<file path="src/rtl/multi_mode_cntr_if.sv">
// Control and status bundle for multi_mode_cntr: the master drives the
// count controls and the slave (the counter) returns count and status.
`timescale 1ns/1ps

interface multi_mode_cntr_if #(
    parameter int WIDTH = 10
);
    logic             iCntRst_n;
    logic             iCntEn;
    logic             iDir;
    logic [1:0]       iMode;
    logic [WIDTH-1:0] iTerm;
    logic             iLoad;
    logic [WIDTH-1:0] iLoadVal;
    logic [WIDTH-1:0] oCntr;
    logic             oCntDone;
    logic             oTermPulse;
    logic             oArmed;

    modport master (
        output iCntRst_n, iCntEn, iDir, iMode, iTerm, iLoad, iLoadVal,
        input  oCntr, oCntDone, oTermPulse, oArmed
    );

    modport slave (
        input  iCntRst_n, iCntEn, iDir, iMode, iTerm, iLoad, iLoadVal,
        output oCntr, oCntDone, oTermPulse, oArmed
    );
endinterface

</file>
<file path="src/rtl/multi_mode_cntr.sv">
// Up/down counter with saturate, wrap and one-shot modes, synchronous load and terminal pulse.
// Optional count prescaler is compiled in when CNTR_PRESCALE_EN is defined.
`timescale 1ns/1ps

module multi_mode_cntr #(
    parameter int WIDTH        = 10,
    parameter int PRESCALE_DIV = 4
) (
    input  logic               iClk,
    input  logic               iRst_n,
    multi_mode_cntr_if.slave   cntIf
);
    typedef enum logic [1:0] {
        MODE_SAT     = 2'b00,
        MODE_WRAP    = 2'b01,
        MODE_ONESHOT = 2'b10,
        MODE_SAT_ALT = 2'b11
    } mode_t;

    mode_t            mode;
    logic             cntDone;
    logic             stepEn;
    logic             stepAct;
    logic             nextDone;
    logic [WIDTH-1:0] nextCntr;

    assign mode           = mode_t'(cntIf.iMode);
    assign cntDone        = cntIf.iDir ? (cntIf.oCntr >= cntIf.iTerm) : (cntIf.oCntr == '0);
    assign cntIf.oCntDone = cntDone;

`ifdef CNTR_PRESCALE_EN
    localparam int             PRE_W    = (PRESCALE_DIV > 1) ? $clog2(PRESCALE_DIV) : 1;
    localparam logic [PRE_W-1:0] PRE_LAST = PRE_W'(PRESCALE_DIV - 1);

    logic [PRE_W-1:0] preCnt;

    assign stepEn = cntIf.iCntEn && (preCnt == PRE_LAST);

    always_ff @(posedge iClk or negedge iRst_n) begin
        if (!iRst_n)
            preCnt <= '0;
        else if (!cntIf.iCntRst_n || cntIf.iLoad)
            preCnt <= '0;
        else if (cntIf.iCntEn)
            preCnt <= (preCnt == PRE_LAST) ? '0 : preCnt + PRE_W'(1);
    end
`else
    assign stepEn = cntIf.iCntEn;
`endif

    // A disarmed one-shot ignores steps until a load or clear re-arms it.
    assign stepAct = stepEn && !(mode == MODE_ONESHOT && !cntIf.oArmed);

    // NOTE: default first so every path assigns nextCntr and no latch is inferred.
    always_comb begin
        nextCntr = cntIf.oCntr;
        if (!cntDone)
            nextCntr = cntIf.iDir ? cntIf.oCntr + WIDTH'(1) : cntIf.oCntr - WIDTH'(1);
        else if (mode == MODE_WRAP)
            nextCntr = cntIf.iDir ? '0 : cntIf.iTerm;
    end

    assign nextDone = cntIf.iDir ? (nextCntr >= cntIf.iTerm) : (nextCntr == '0);

    // NOTE: registers update with non-blocking assignments so every branch sees pre-edge values.
    always_ff @(posedge iClk or negedge iRst_n) begin
        if (!iRst_n) begin
            cntIf.oCntr      <= '0;
            cntIf.oTermPulse <= 1'b0;
            cntIf.oArmed     <= 1'b1;
        end else begin
            cntIf.oTermPulse <= 1'b0;
            if (!cntIf.iCntRst_n) begin
                cntIf.oCntr  <= '0;
                cntIf.oArmed <= 1'b1;
            end else if (cntIf.iLoad) begin
                cntIf.oCntr  <= cntIf.iLoadVal;
                cntIf.oArmed <= 1'b1;
            end else if (stepAct) begin
                cntIf.oCntr      <= nextCntr;
                // Pulse only on arrival; holding at or wrapping away from the target is silent.
                cntIf.oTermPulse <= !cntDone && nextDone;
                if (mode == MODE_ONESHOT && nextDone)
                    cntIf.oArmed <= 1'b0;
            end
        end
    end
endmodule

</file>
<file path="src/flat_wrapper.sv">
// flat-port wrapper written by rule: the top's interface ports become plain ports
module multi_mode_cntr_flat 
#(
    parameter int WIDTH        = 10,
    parameter int PRESCALE_DIV = 4
)
  (iClk, iRst_n, cntIf_iCntRst_n, cntIf_iCntEn, cntIf_iDir, cntIf_iMode, cntIf_iTerm, cntIf_iLoad, cntIf_iLoadVal, cntIf_oCntr, cntIf_oCntDone, cntIf_oTermPulse, cntIf_oArmed);
  multi_mode_cntr_if #(.WIDTH(WIDTH)) cntIf_i ();
  input  logic iClk;
  input  logic iRst_n;
  input wire logic [$bits(cntIf_i.iCntRst_n)-1:0] cntIf_iCntRst_n;
  input wire logic [$bits(cntIf_i.iCntEn)-1:0] cntIf_iCntEn;
  input wire logic [$bits(cntIf_i.iDir)-1:0] cntIf_iDir;
  input wire logic [$bits(cntIf_i.iMode)-1:0] cntIf_iMode;
  input wire logic [$bits(cntIf_i.iTerm)-1:0] cntIf_iTerm;
  input wire logic [$bits(cntIf_i.iLoad)-1:0] cntIf_iLoad;
  input wire logic [$bits(cntIf_i.iLoadVal)-1:0] cntIf_iLoadVal;
  output wire logic [$bits(cntIf_i.oCntr)-1:0] cntIf_oCntr;
  output wire logic [$bits(cntIf_i.oCntDone)-1:0] cntIf_oCntDone;
  output wire logic [$bits(cntIf_i.oTermPulse)-1:0] cntIf_oTermPulse;
  output wire logic [$bits(cntIf_i.oArmed)-1:0] cntIf_oArmed;
  assign cntIf_i.iCntRst_n = cntIf_iCntRst_n;
  assign cntIf_i.iCntEn = cntIf_iCntEn;
  assign cntIf_i.iDir = cntIf_iDir;
  assign cntIf_i.iMode = cntIf_iMode;
  assign cntIf_i.iTerm = cntIf_iTerm;
  assign cntIf_i.iLoad = cntIf_iLoad;
  assign cntIf_i.iLoadVal = cntIf_iLoadVal;
  assign cntIf_oCntr = cntIf_i.oCntr;
  assign cntIf_oCntDone = cntIf_i.oCntDone;
  assign cntIf_oTermPulse = cntIf_i.oTermPulse;
  assign cntIf_oArmed = cntIf_i.oArmed;
  multi_mode_cntr #(.WIDTH(WIDTH), .PRESCALE_DIV(PRESCALE_DIV)) u_core (.iClk(iClk), .iRst_n(iRst_n), .cntIf(cntIf_i));
endmodule
</file>
<file path="config.mk">
export PLATFORM = sky130hd
export DESIGN_NAME = multi_mode_cntr_flat
export DESIGN_NICKNAME = d
export VERILOG_FILES = /design/src/rtl/multi_mode_cntr_if.sv /design/src/rtl/multi_mode_cntr.sv /design/src/flat_wrapper.sv
export SDC_FILE = /design/constraint.sdc
export NUM_CORES = 1
export LEC_CHECK = 0
export BUFFER_PORTS_ARGS = -buffer_cell sky130_fd_sc_hd__buf_2
export CAP_MARGIN = 20
export CORE_MARGIN = 2
export CORE_UTILIZATION = 30
export DETAILED_ROUTE_END_ITERATION = 10
export PLACE_DENSITY = 0.45
export SKIP_CTS_REPAIR_TIMING = 1
export SLEW_MARGIN = 10
export SYNTH_ARGS = -nofsm -noshare
export SYNTH_HDL_FRONTEND = slang
export SYNTH_SLANG_ARGS = --single-unit
</file>
<file path="constraint.sdc">
create_clock -name iClk -period 3.87 [get_ports iClk]
set_clock_uncertainty 0.1 [all_clocks]
set_input_delay 0.774 -clock iClk [delete_from_list [all_inputs] [get_ports iClk]]
set_output_delay 0.774 -clock iClk [all_outputs]
set_load 0.05 [all_outputs]
</file>
==> run summary, run 1 <==
Detail Route Antenna Nets = 0
Met1 GRT Util = 22.80%
Final Slew Violations = 0
Max-cap violations = 0
Placement Setup Slack = -0.1202 ns
Avg Inst Size Synth = 7.944 sq um
Yosys warns = 0
Number of global-route vias before repair = 1762
Cell area after layout = 2491 sq um
Worst hold margin = 0.3021 ns
Worst-margin pin slew = 0.3483 ns
DRT iter0 DRCs = 58
Placer Congestion = 0.8008
Final critical-path required period = 3.728 ns
Die area = 6786 sq um
Post-layout util = 42.08%
H-tree depth = 1
Syn Nets = 289
Die width = 82.38 um
Met2 Use GR = 25.89%
Antenna violations before repair = 0
DRT Pass-1 Iters = 4
Largest net degree at the start of global routing = 19
Power Density = 307.4 nW/um^2
Clock slew at reported path FFs = 0.05 ns
Chip height = 82.38 um
Layout fillers = 608
Max FO, Critical Path = 4
Bufs on Longest Clock Path = 2
Final Hold Vio Count = 0
Fin crit share = 96.34%
Met3 global-route usage = 0.7609%
Clock root cell = clkbuf_8
Core ar. = 5921 sq um
Mapped cell area = 1843 sq um
Setup ws final = 0.1416 ns
Reg2Reg Setup Slack = 0.27 ns
DR WL/cell = 13.88 um
GRT busiest layer = met2
Diode count = 0
Worst reg2reg path depth = 16
First-pass GRT wire length = 8259 um
Layout cells sized above 1 = 33.66%
Placed inst area = 2357 sq um
Clk sink count = 12
Area leader, netlist = ha_1
Worst setup path class = in2reg
Peak VDD IR = 0.0002061 V
Post-synth EDFFs = 0
Worst endpoint required time = 3.95 ns
Tot Pwr = 0.0007658 W
Gr ovfl total = 0
Ports = 41
Max-slew headroom = 76.12%
Placed wire-length estimate = 4388 um
P&R area growth vs syn = 35.17%
Leakage Power = 1.273 nW
Drt via density = 4.931
Final setup viols = 0
WL final = 5247 um
DRC viols = 0
Total number of vias = 1864
CTS tree = done
Nature of the critical path endpoint = flip-flop
Yosys cell types = 47
Leading post-synthesis cells by cell area = ha_1 19%, dfrtp_1 15%, mux2i_1 9.8%
Worst EP arrival = 3.81 ns
Asr flop ratio synth = 100.0%
Hold Path Class = in2async
Fin nets = 361
Port Buffer Count = 40
Num rows = 28
Dominant synthesized flop cell = dfrtp_1
Starting density of the core = 31.13%
Status = finished clean
Synth top area share = 19.01%
Fmax achieved = 268.2 MHz
Syn Inst Count = 232
CTS buffer count = 3
Seq/Total Area, Yosys = 16.36%
Startpoint Class = input pin
GRT Total Usage = 15.79%
Clk_lat worst skew = 0.24 ns
Yosys reg bits = 12
[registers in the layout (all words and copies together) (netlist names)]
register,cells
u_core.cntIf.oArmed,1
u_core.cntIf.oTermPulse,1
u_core.cntIf.oCntr,10
[cells in the final DEF (no fill, tap or decap), types with 2 or more instances in the layout]
master    netlist  layout
and3_1          5       5
buf_2           1      40
o211ai_1        2       2
nor2_1          6       6
and2_1          8       8
mux2i_2         0       2
mux2i_1        18      15
inv_1          18      14
xnor2_1         3       3
nor3_1         14      14
mux2_2          2       2
o32a_1          2       2
a211oi_1        3       3
a21oi_1        24      23
or4_1           2       2
inv_2           0       4
nand2b_1        6       6
o21a_1          2       2
clkbuf_8        0       4
buf_4           0      38
a21o_1          3       3
dfrtp_1        11      11
ha_1           28      25
o21ai_1         2       2
o21ai_0        17      16
nand2_1        16      16
xor2_1          3       3
ha_4            0       3
o31ai_1         3       2
nand3_1         3       3
nor4_1          2       2
[worst max-delay path: stages]
cell	delay (ns)
buf_2	0.11
inv_2	0.07
ha_4	0.20
a21o_1	0.17
a31oi_1	0.17
o21ai_2	0.09
a221oi_2	0.34
buf_4	0.22
mux2i_4	0.27
ha_4	0.23
a21oi_2	0.13
a21boi_1	0.08
o211ai_1	0.18
a21oi_1	0.10
o21a_1	0.20
o31ai_2	0.28
o32a_1	0.19
[logic make-up after synthesis]
group	after synthesis	synth area share, %
compound gates	67	22.61
xor+xnor	6	2.852
fa+ha+maj	29	20.10
buf+inv	29	6.788
flops	12	16.36
mux	20	11.00
simple gates	69	20.30
[power breakdown]
part	switching [W]	leakage, nW	internal [W]
clock network	0.0000430	0.0288	0.0000896
logic	0.000259	1.09	0.000225
registers	0.0000139	0.155	0.000136
[layer usage]
metal	vias up	routed length, um
met4	0	20
met1	841	2661
met3	2	121
met5	-	0
met2	29	2444
li1	992	-
[worst paths after layout]
| path | from | endpoint |
|---|---|---|
| setup / recovery | cntIf_iTerm[2] | u_core.cntIf.oArmed$_DFFE_PN1P_ |
| hold / removal | iRst_n | u_core.cntIf.oCntr[7]$_DFFE_PN0P_ |
| setup reg to reg | u_core.cntIf.oCntr[0]$_DFFE_PN0P_ | u_core.cntIf.oArmed$_DFFE_PN1P_ |
| hold reg to reg | u_core.cntIf.oArmed$_DFFE_PN1P_ | u_core.cntIf.oArmed$_DFFE_PN1P_ |
| max in group asynchronous | iRst_n | u_core.cntIf.oArmed$_DFFE_PN1P_ |
| min in group iClk | u_core.cntIf.oArmed$_DFFE_PN1P_ | u_core.cntIf.oArmed$_DFFE_PN1P_ |
[through the flow]
stage | TNS, ns | cells
after floorplan | 0 | 232
after global placement | -0.07449 | 373
after detailed placement | -0.2041 | 373
after CTS | 0 | 377
after global routing | -0.01571 | 378
final | 0 | 378
[area by class of cell]
class	count	area (sq um)	share of cell area, %
clock buffers	4	55.05	2.210
inverters	18	67.56	2.712
multi-input cells	191	1488	59.72
flip-flops and latches	12	301.5	12.10
well taps	75	93.84	3.767
repair buffers	78	485.5	19.49
[Yosys cell counts (all sizes together) (4+ instances only)]
cell / n
a21oi: 24
and2: 8
and3: 5
buf: 4
clkbuf: 7
dfrtp: 11
ha: 28
inv: 18
mux2i: 18
nand2: 16
nand2b: 6
nor2: 6
nor3: 15
o21ai: 19
Power figures use the tool's default switching activity.
==> inputs of run 2 (changes only) <==
BUFFER_PORTS_ARGS = -buffer_cell sky130_fd_sc_hd__buf_4   (was -buffer_cell sky130_fd_sc_hd__buf_2)
==> run 2 against run 1 <==
Net effect:
- critical path depth is the same
- combinational power barely moved
- first-iteration DRC count grew 74%
- cell count down 0.79%
- non-clock buffer count down 3
- register-to-register slack gained 0.16 ns
- power grew 0.55%
- critical path type unchanged
- highest routed layer unchanged
==> run summary, run 2 (synthesis results as in run 1) <==
Status = finished clean (unchanged)
P&R area growth vs syn = 39.38% (was 35.17%)
Final critical-path required period = 3.673 ns (was 3.728 ns)
Nature of the critical path endpoint = flip-flop (unchanged)
DRC viols = 0 (unchanged)
Clock slew at reported path FFs = 0.05 ns (about the same)
Max reg flops = 10 (unchanged)
Port Buffer Count = 40 (unchanged)
Max-slew headroom = 75.38% (was 76.12%)
Diode count = 0 (unchanged)
Die area = 6786 sq um (unchanged)
Worst-margin pin slew = 0.3600 ns (was 0.3483 ns)
Startpoint Class = input pin (unchanged)
Core ar. = 5921 sq um (unchanged)
DRT iter0 DRCs = 101 (was 58)
GRT busiest layer = met2 (unchanged)
Detail Route Antenna Nets = 0 (unchanged)
Clk sink count = 12 (unchanged)
Final Slew Violations = 0 (unchanged)
R2R Path End = u_core.cntIf.oArmed$_DFFE_PN1P_ (unchanged)
Clk_lat worst skew = 0.24 ns (about the same)
Chip height = 82.38 um (unchanged)
DRT Pass-1 Iters = 4 (unchanged)
Leading cell type in the layout, fill and taps excluded = buf_4 (was buf_2)
Final setup TNS = 0 ns (unchanged)
Fmax achieved = 272.2 MHz (was 268.2 MHz)
Fin nets = 358 (was 361)
Leakage Power = 1.299 nW (was 1.273 nW)
Worst reg2reg path depth = 14 (was 16)
Met2 Use GR = 25.48% (was 25.89%)
Most frequent cells in the layout = 75 x buf_4, 26 x ha_1, 21 x a21oi_1 (was 40 x buf_2, 38 x buf_4, 25 x ha_1)
Post-layout util = 43.39% (was 42.08%)
Worst hold margin = 0.2616 ns (was 0.3021 ns)
Drt via density = 5.027 (was 4.931)
Total number of vias = 1885 (was 1864)
Ports = 41 (unchanged)
Number of global-route vias before repair = 1777 (was 1762)
Max FO, Critical Path = 4 (unchanged)
Placed wire-length estimate = 4413 um (was 4388 um)
Met3 global-route usage = 0.6522% (was 0.7609%)
First-pass GRT wire length = 8369 um (was 8259 um)
Worst endpoint required time = 3.95 ns (about the same)
Max-cap violations = 0 (unchanged)
Gr ovfl total = 0 (unchanged)
Antenna violations before repair = 0 (unchanged)
DR WL/cell = 13.92 um (was 13.88 um)
Placer Congestion = 0.8964 (was 0.8008)
Final setup viols = 0 (unchanged)
Largest net degree at the start of global routing = 19 (unchanged)
Peak VDD IR = 0.0002162 V (was 0.0002061 V)
Fin crit share = 94.92% (was 96.34%)
H-tree depth = 1 (unchanged)
Top Registers = u_core.cntIf.oCntr x10, u_core.cntIf.oArmed x1, u_core.cntIf.oTermPulse x1 (unchanged)
Reg with most FFs = u_core.cntIf.oCntr (unchanged)
Starting density of the core = 31.13% (unchanged)
Met1 GRT Util = 23.38% (was 22.80%)
Final Hold Vio Count = 0 (unchanged)
Layout cells sized above 1 = 33.67% (was 33.66%)
WL final = 5220 um (was 5247 um)
Die width = 82.38 um (unchanged)
Bufs on Longest Clock Path = 2 (unchanged)
CTS tree = done (unchanged)
Reg2Reg Setup Slack = 0.43 ns (was 0.27 ns)
Worst r2r src = u_core.cntIf.oCntr[4]$_DFFE_PN0P_ (was u_core.cntIf.oCntr[0]$_DFFE_PN0P_)
CTS buffer count = 3 (unchanged)
Power Density = 299.7 nW/um^2 (was 307.4 nW/um^2)
GRT Total Usage = 15.72% (was 15.79%)
Num rows = 28 (unchanged)
Hold Path Class = in2async (unchanged)
Worst EP arrival = 3.75 ns (was 3.81 ns)
Worst setup path class = in2reg (unchanged)
Clock root cell = clkbuf_8 (unchanged)
-- run 2: cell count changes in the layout (fill, tap and decap cells not counted), sizes merged --
cell  before  now
buf       78   75
-- run 2: routing by layer --
layer	up-vias	part of all wire, %	wire length, um
met1	853	50	2596
li1	991	-	-
met2	36	46	2402
met5	-	0	0
met4	0	0.65	34
met3	5	3.6	186
-- run 2: worst max-delay path by stage --
stage | end | slack [ns] | depth (start not counted) | from
after detailed placement | u_core.cntIf.oArmed$_DFFE_PN1P_ | -0.12 | 17 | cntIf_iTerm[6]
final | u_core.cntIf.oArmed$_DFFE_PN1P_ | 0.20 | 17 | cntIf_iTerm[2]
after global placement | u_core.cntIf.oArmed$_DFFE_PN1P_ | -0.09 | 16 | cntIf_iTerm[6]
after global routing | u_core.cntIf.oArmed$_DFFE_PN1P_ | -0.02 | 17 | cntIf_iTerm[2]
after floorplan | u_core.cntIf.oArmed$_DFFE_PN1P_ | 0.10 | 18 | u_core.cntIf.oCntr[0]$_DFFE_PN0P_
after CTS | u_core.cntIf.oArmed$_DFFE_PN1P_ | 0.12 | 17 | cntIf_iTerm[6]
-- run 2: worst max-delay path: stages --
cell and delay, ns:
buf_4 0.12, inv_2 0.06, ha_4 0.20, a21o_1 0.18, a31oi_2 0.16, o21ai_2 0.10
a221oi_2 0.32, buf_4 0.20, mux2i_2 0.24, ha_1 0.28, a21oi_2 0.13, a21boi_0 0.09
o211ai_1 0.18, a21oi_1 0.10, o21a_1 0.18, o31ai_2 0.25, o32a_1 0.19
-- run 2: cell type report --
type / count / area, sq um
inverter: 18 / 67.56
multi-input combinational: 191 / 1488
clock buffer: 4 / 55.05
tap: 75 / 93.84
sequential: 12 / 301.5
fill: 633 / 3352
timing repair buffer: 75 / 563.0
-- run 2: metrics by stage --
step	cells	setup slack, ns	total power (W)	instance area, sq um
global route	375	-0.01820	0.0008394	2569
floorplan	232	0.1012	0.0004378	1843
global placement	369	-0.09062	0.0006166	2427
finish	375	0.1966	0.0007700	2569
detailed placement	369	-0.1169	0.0006152	2427
CTS	373	0.1166	0.0007540	2482
-- run 2: where the power goes --
part,total [W],internal [W],switching [W],leakage [nW]
Sequential,0.000149,0.000136,0.0000137,0.155
Combinational,0.000487,0.000231,0.000256,1.11
Clock,0.000134,0.0000897,0.0000439,0.0288
==> inputs of run 3 (changes only) <==
CTS_BUF_LIST = sky130_fd_sc_hd__clkbuf_2   (was not set)
==> run 3 against run 2 <==
Net effect:
- utilization is 1.5 points lower
- clock power is 54% lower
- design area is 3.5% lower
- critical path type unchanged
- largest power group unchanged
- highest routed layer unchanged
- global-route usage hardly changed
==> run summary, run 3 (synthesis results as in run 1) <==
Layout cells sized above 1 = 30.00% (was 33.67%)
Peak VDD IR = 0.0001499 V (was 0.0002162 V)
Port Buffer Count = 40 (unchanged)
Tot Pwr = 0.0006842 W (was 0.0007700 W)
Clk_lat worst skew = 0.25 ns (was 0.24 ns)
Clock root cell = clkbuf_2 (was clkbuf_8)
Max FO, Critical Path = 4 (unchanged)
Final setup viols = 0 (unchanged)
GRT Total Usage = 15.69% (was 15.72%)
Clk sink count = 12 (unchanged)
Final Hold Vio Count = 0 (unchanged)
Final critical-path required period = 3.642 ns (was 3.673 ns)
CTS tree = done (unchanged)
Ports = 41 (unchanged)
First-pass GRT wire length = 8349 um (was 8369 um)
Nature of the critical path endpoint = flip-flop (unchanged)
Max-slew headroom = 75.38% (about the same)
Max reg flops = 10 (unchanged)
Reg with most FFs = u_core.cntIf.oCntr (unchanged)
Startpoint Class = input pin (unchanged)
Hold Path Class = in2async (unchanged)
Number of global-route vias before repair = 1780 (was 1777)
Power Density = 275.9 nW/um^2 (was 299.7 nW/um^2)
Placed instance count = 369 (unchanged)
Core ar. = 5921 sq um (unchanged)
Max-cap violations = 0 (unchanged)
H-tree depth = 1 (unchanged)
Leading cell type in the layout, fill and taps excluded = buf_4 (unchanged)
Diode count = 0 (unchanged)
Top Registers = u_core.cntIf.oCntr x10, u_core.cntIf.oArmed x1, u_core.cntIf.oTermPulse x1 (unchanged)
Unrepaired setup endpoints after global routing = false
Num rows = 28 (unchanged)
Worst endpoint required time = 3.98 ns (was 3.95 ns)
CTS buffer count = 3 (unchanged)
Largest net degree at the start of global routing = 19 (unchanged)
Placer Congestion = 0.8964 (unchanged)
Final Slew Violations = 0 (unchanged)
DR WL/cell = 13.80 um (was 13.92 um)
Leakage Power = 1.283 nW (was 1.299 nW)
Worst hold margin = 0.2267 ns (was 0.2616 ns)
Cell Count, Final, Fillers Out = 375 (unchanged)
Final setup TNS = 0 ns (unchanged)
Detail Route Antenna Nets = 0 (unchanged)
DRT iter0 DRCs = 128 (was 101)
Fin crit share = 94.10% (was 94.92%)
Worst setup path class = in2reg (unchanged)
Bufs on Longest Clock Path = 2 (unchanged)
DRT Pass-1 Iters = 4 (unchanged)
Placed wire-length estimate = 4413 um (unchanged)
Worst EP arrival = 3.75 ns (about the same)
Status = finished clean (unchanged)
Most frequent cells in the layout = 75 x buf_4, 28 x ha_1, 24 x a21oi_1 (was 75 x buf_4, 26 x ha_1, 21 x a21oi_1)
Gr ovfl total = 0 (unchanged)
DRC viols = 0 (unchanged)
Fmax achieved = 274.6 MHz (was 272.2 MHz)
Starting density of the core = 31.13% (unchanged)
Chip height = 82.38 um (unchanged)
WL final = 5175 um (was 5220 um)
P&R area growth vs syn = 34.56% (was 39.38%)
Antenna violations before repair = 0 (unchanged)
Fin nets = 358 (unchanged)
Die width = 82.38 um (unchanged)
Clock slew at reported path FFs = 0.12 ns (was 0.05 ns)
Total number of vias = 1891 (was 1885)
Drt via density = 5.043 (was 5.027)
Die area = 6786 sq um (unchanged)
Worst-margin pin slew = 0.3600 ns (about the same)
==> run 3: changes by cell type in the layout (fill, tap and decap cells not counted), moves of 2 or more <==
cell and change:
ha_1 +2, clkbuf_8 -4, ha_4 -2, a21oi_2 -3
a21oi_1 +3, clkbuf_2 +3
==> run 3: report_power, final <==
part | internal [W] | total (W) | switching, W
logic | 0.000225 | 0.000475 | 0.000250
registers | 0.000135 | 0.000148 | 0.0000128
clock network | 0.0000225 | 0.0000615 | 0.0000391
==> run 3: cell type report <==
type / instances / area [sq um]
Sequential cell: 12 / 301.5
Timing Repair Buffer: 75 / 563.0
Clock inverter: 1 / 3.754
Multi-Input combinational cell: 191 / 1435
Tap cell: 75 / 93.84
Clock buffer: 3 / 15.01
Fill cell: 640 / 3441
Inverter: 18 / 67.56
==> run 3: metrics by stage <==
stage / setup slack [ns] / instance area, sq um / utilization [%]
global placement: -0.09062 / 2427 / 41.00
CTS: 0.1485 / 2446 / 41.31
finish: 0.2283 / 2480 / 41.89
global route: 0.02187 / 2480 / 41.89
detailed placement: -0.1169 / 2427 / 41.00
floorplan: 0.1012 / 1843 / -
==> run 3: worst paths after layout <==
path / cells past startpoint / slack, ns / start / to
worst max-delay path: 17 / 0.23 / cntIf_iTerm[2] / u_core.cntIf.oArmed$_DFFE_PN1P_
worst min-delay path: 1 / 0.23 / iRst_n / u_core.cntIf.oCntr[8]$_DFFE_PN0P_
worst max register to register: 15 / 0.44 / u_core.cntIf.oCntr[2]$_DFFE_PN0P_ / u_core.cntIf.oArmed$_DFFE_PN1P_
worst min register to register: 1 / 0.43 / u_core.cntIf.oArmed$_DFFE_PN1P_ / u_core.cntIf.oArmed$_DFFE_PN1P_
max in group asynchronous: 1 / 3.22 / iRst_n / u_core.cntIf.oArmed$_DFFE_PN1P_
min in group iClk: 1 / 0.43 / u_core.cntIf.oArmed$_DFFE_PN1P_ / u_core.cntIf.oArmed$_DFFE_PN1P_
==> run 3: per-layer routing <==
layer / routed length, um / share of wire [%] / track usage [%]
met3: 137 / 2.6 / 0.3261
met1: 2659 / 51 / 23.25
met5: 0 / 0 / 0
met2: 2357 / 46 / 25.56
met4: 21 / 0.41 / 3.000
==> run 3: critical path, stage by stage <==
cell	delay, ns
buf_4	0.08
inv_1	0.04
ha_1	0.30
a21o_1	0.19
a31oi_2	0.16
o21ai_2	0.10
a221oi_2	0.31
buf_4	0.20
mux2i_2	0.23
ha_1	0.27
a21oi_1	0.13
a21boi_0	0.09
o211ai_1	0.16
a21oi_1	0.10
o21a_1	0.18
o31ai_2	0.22
o32a_1	0.18
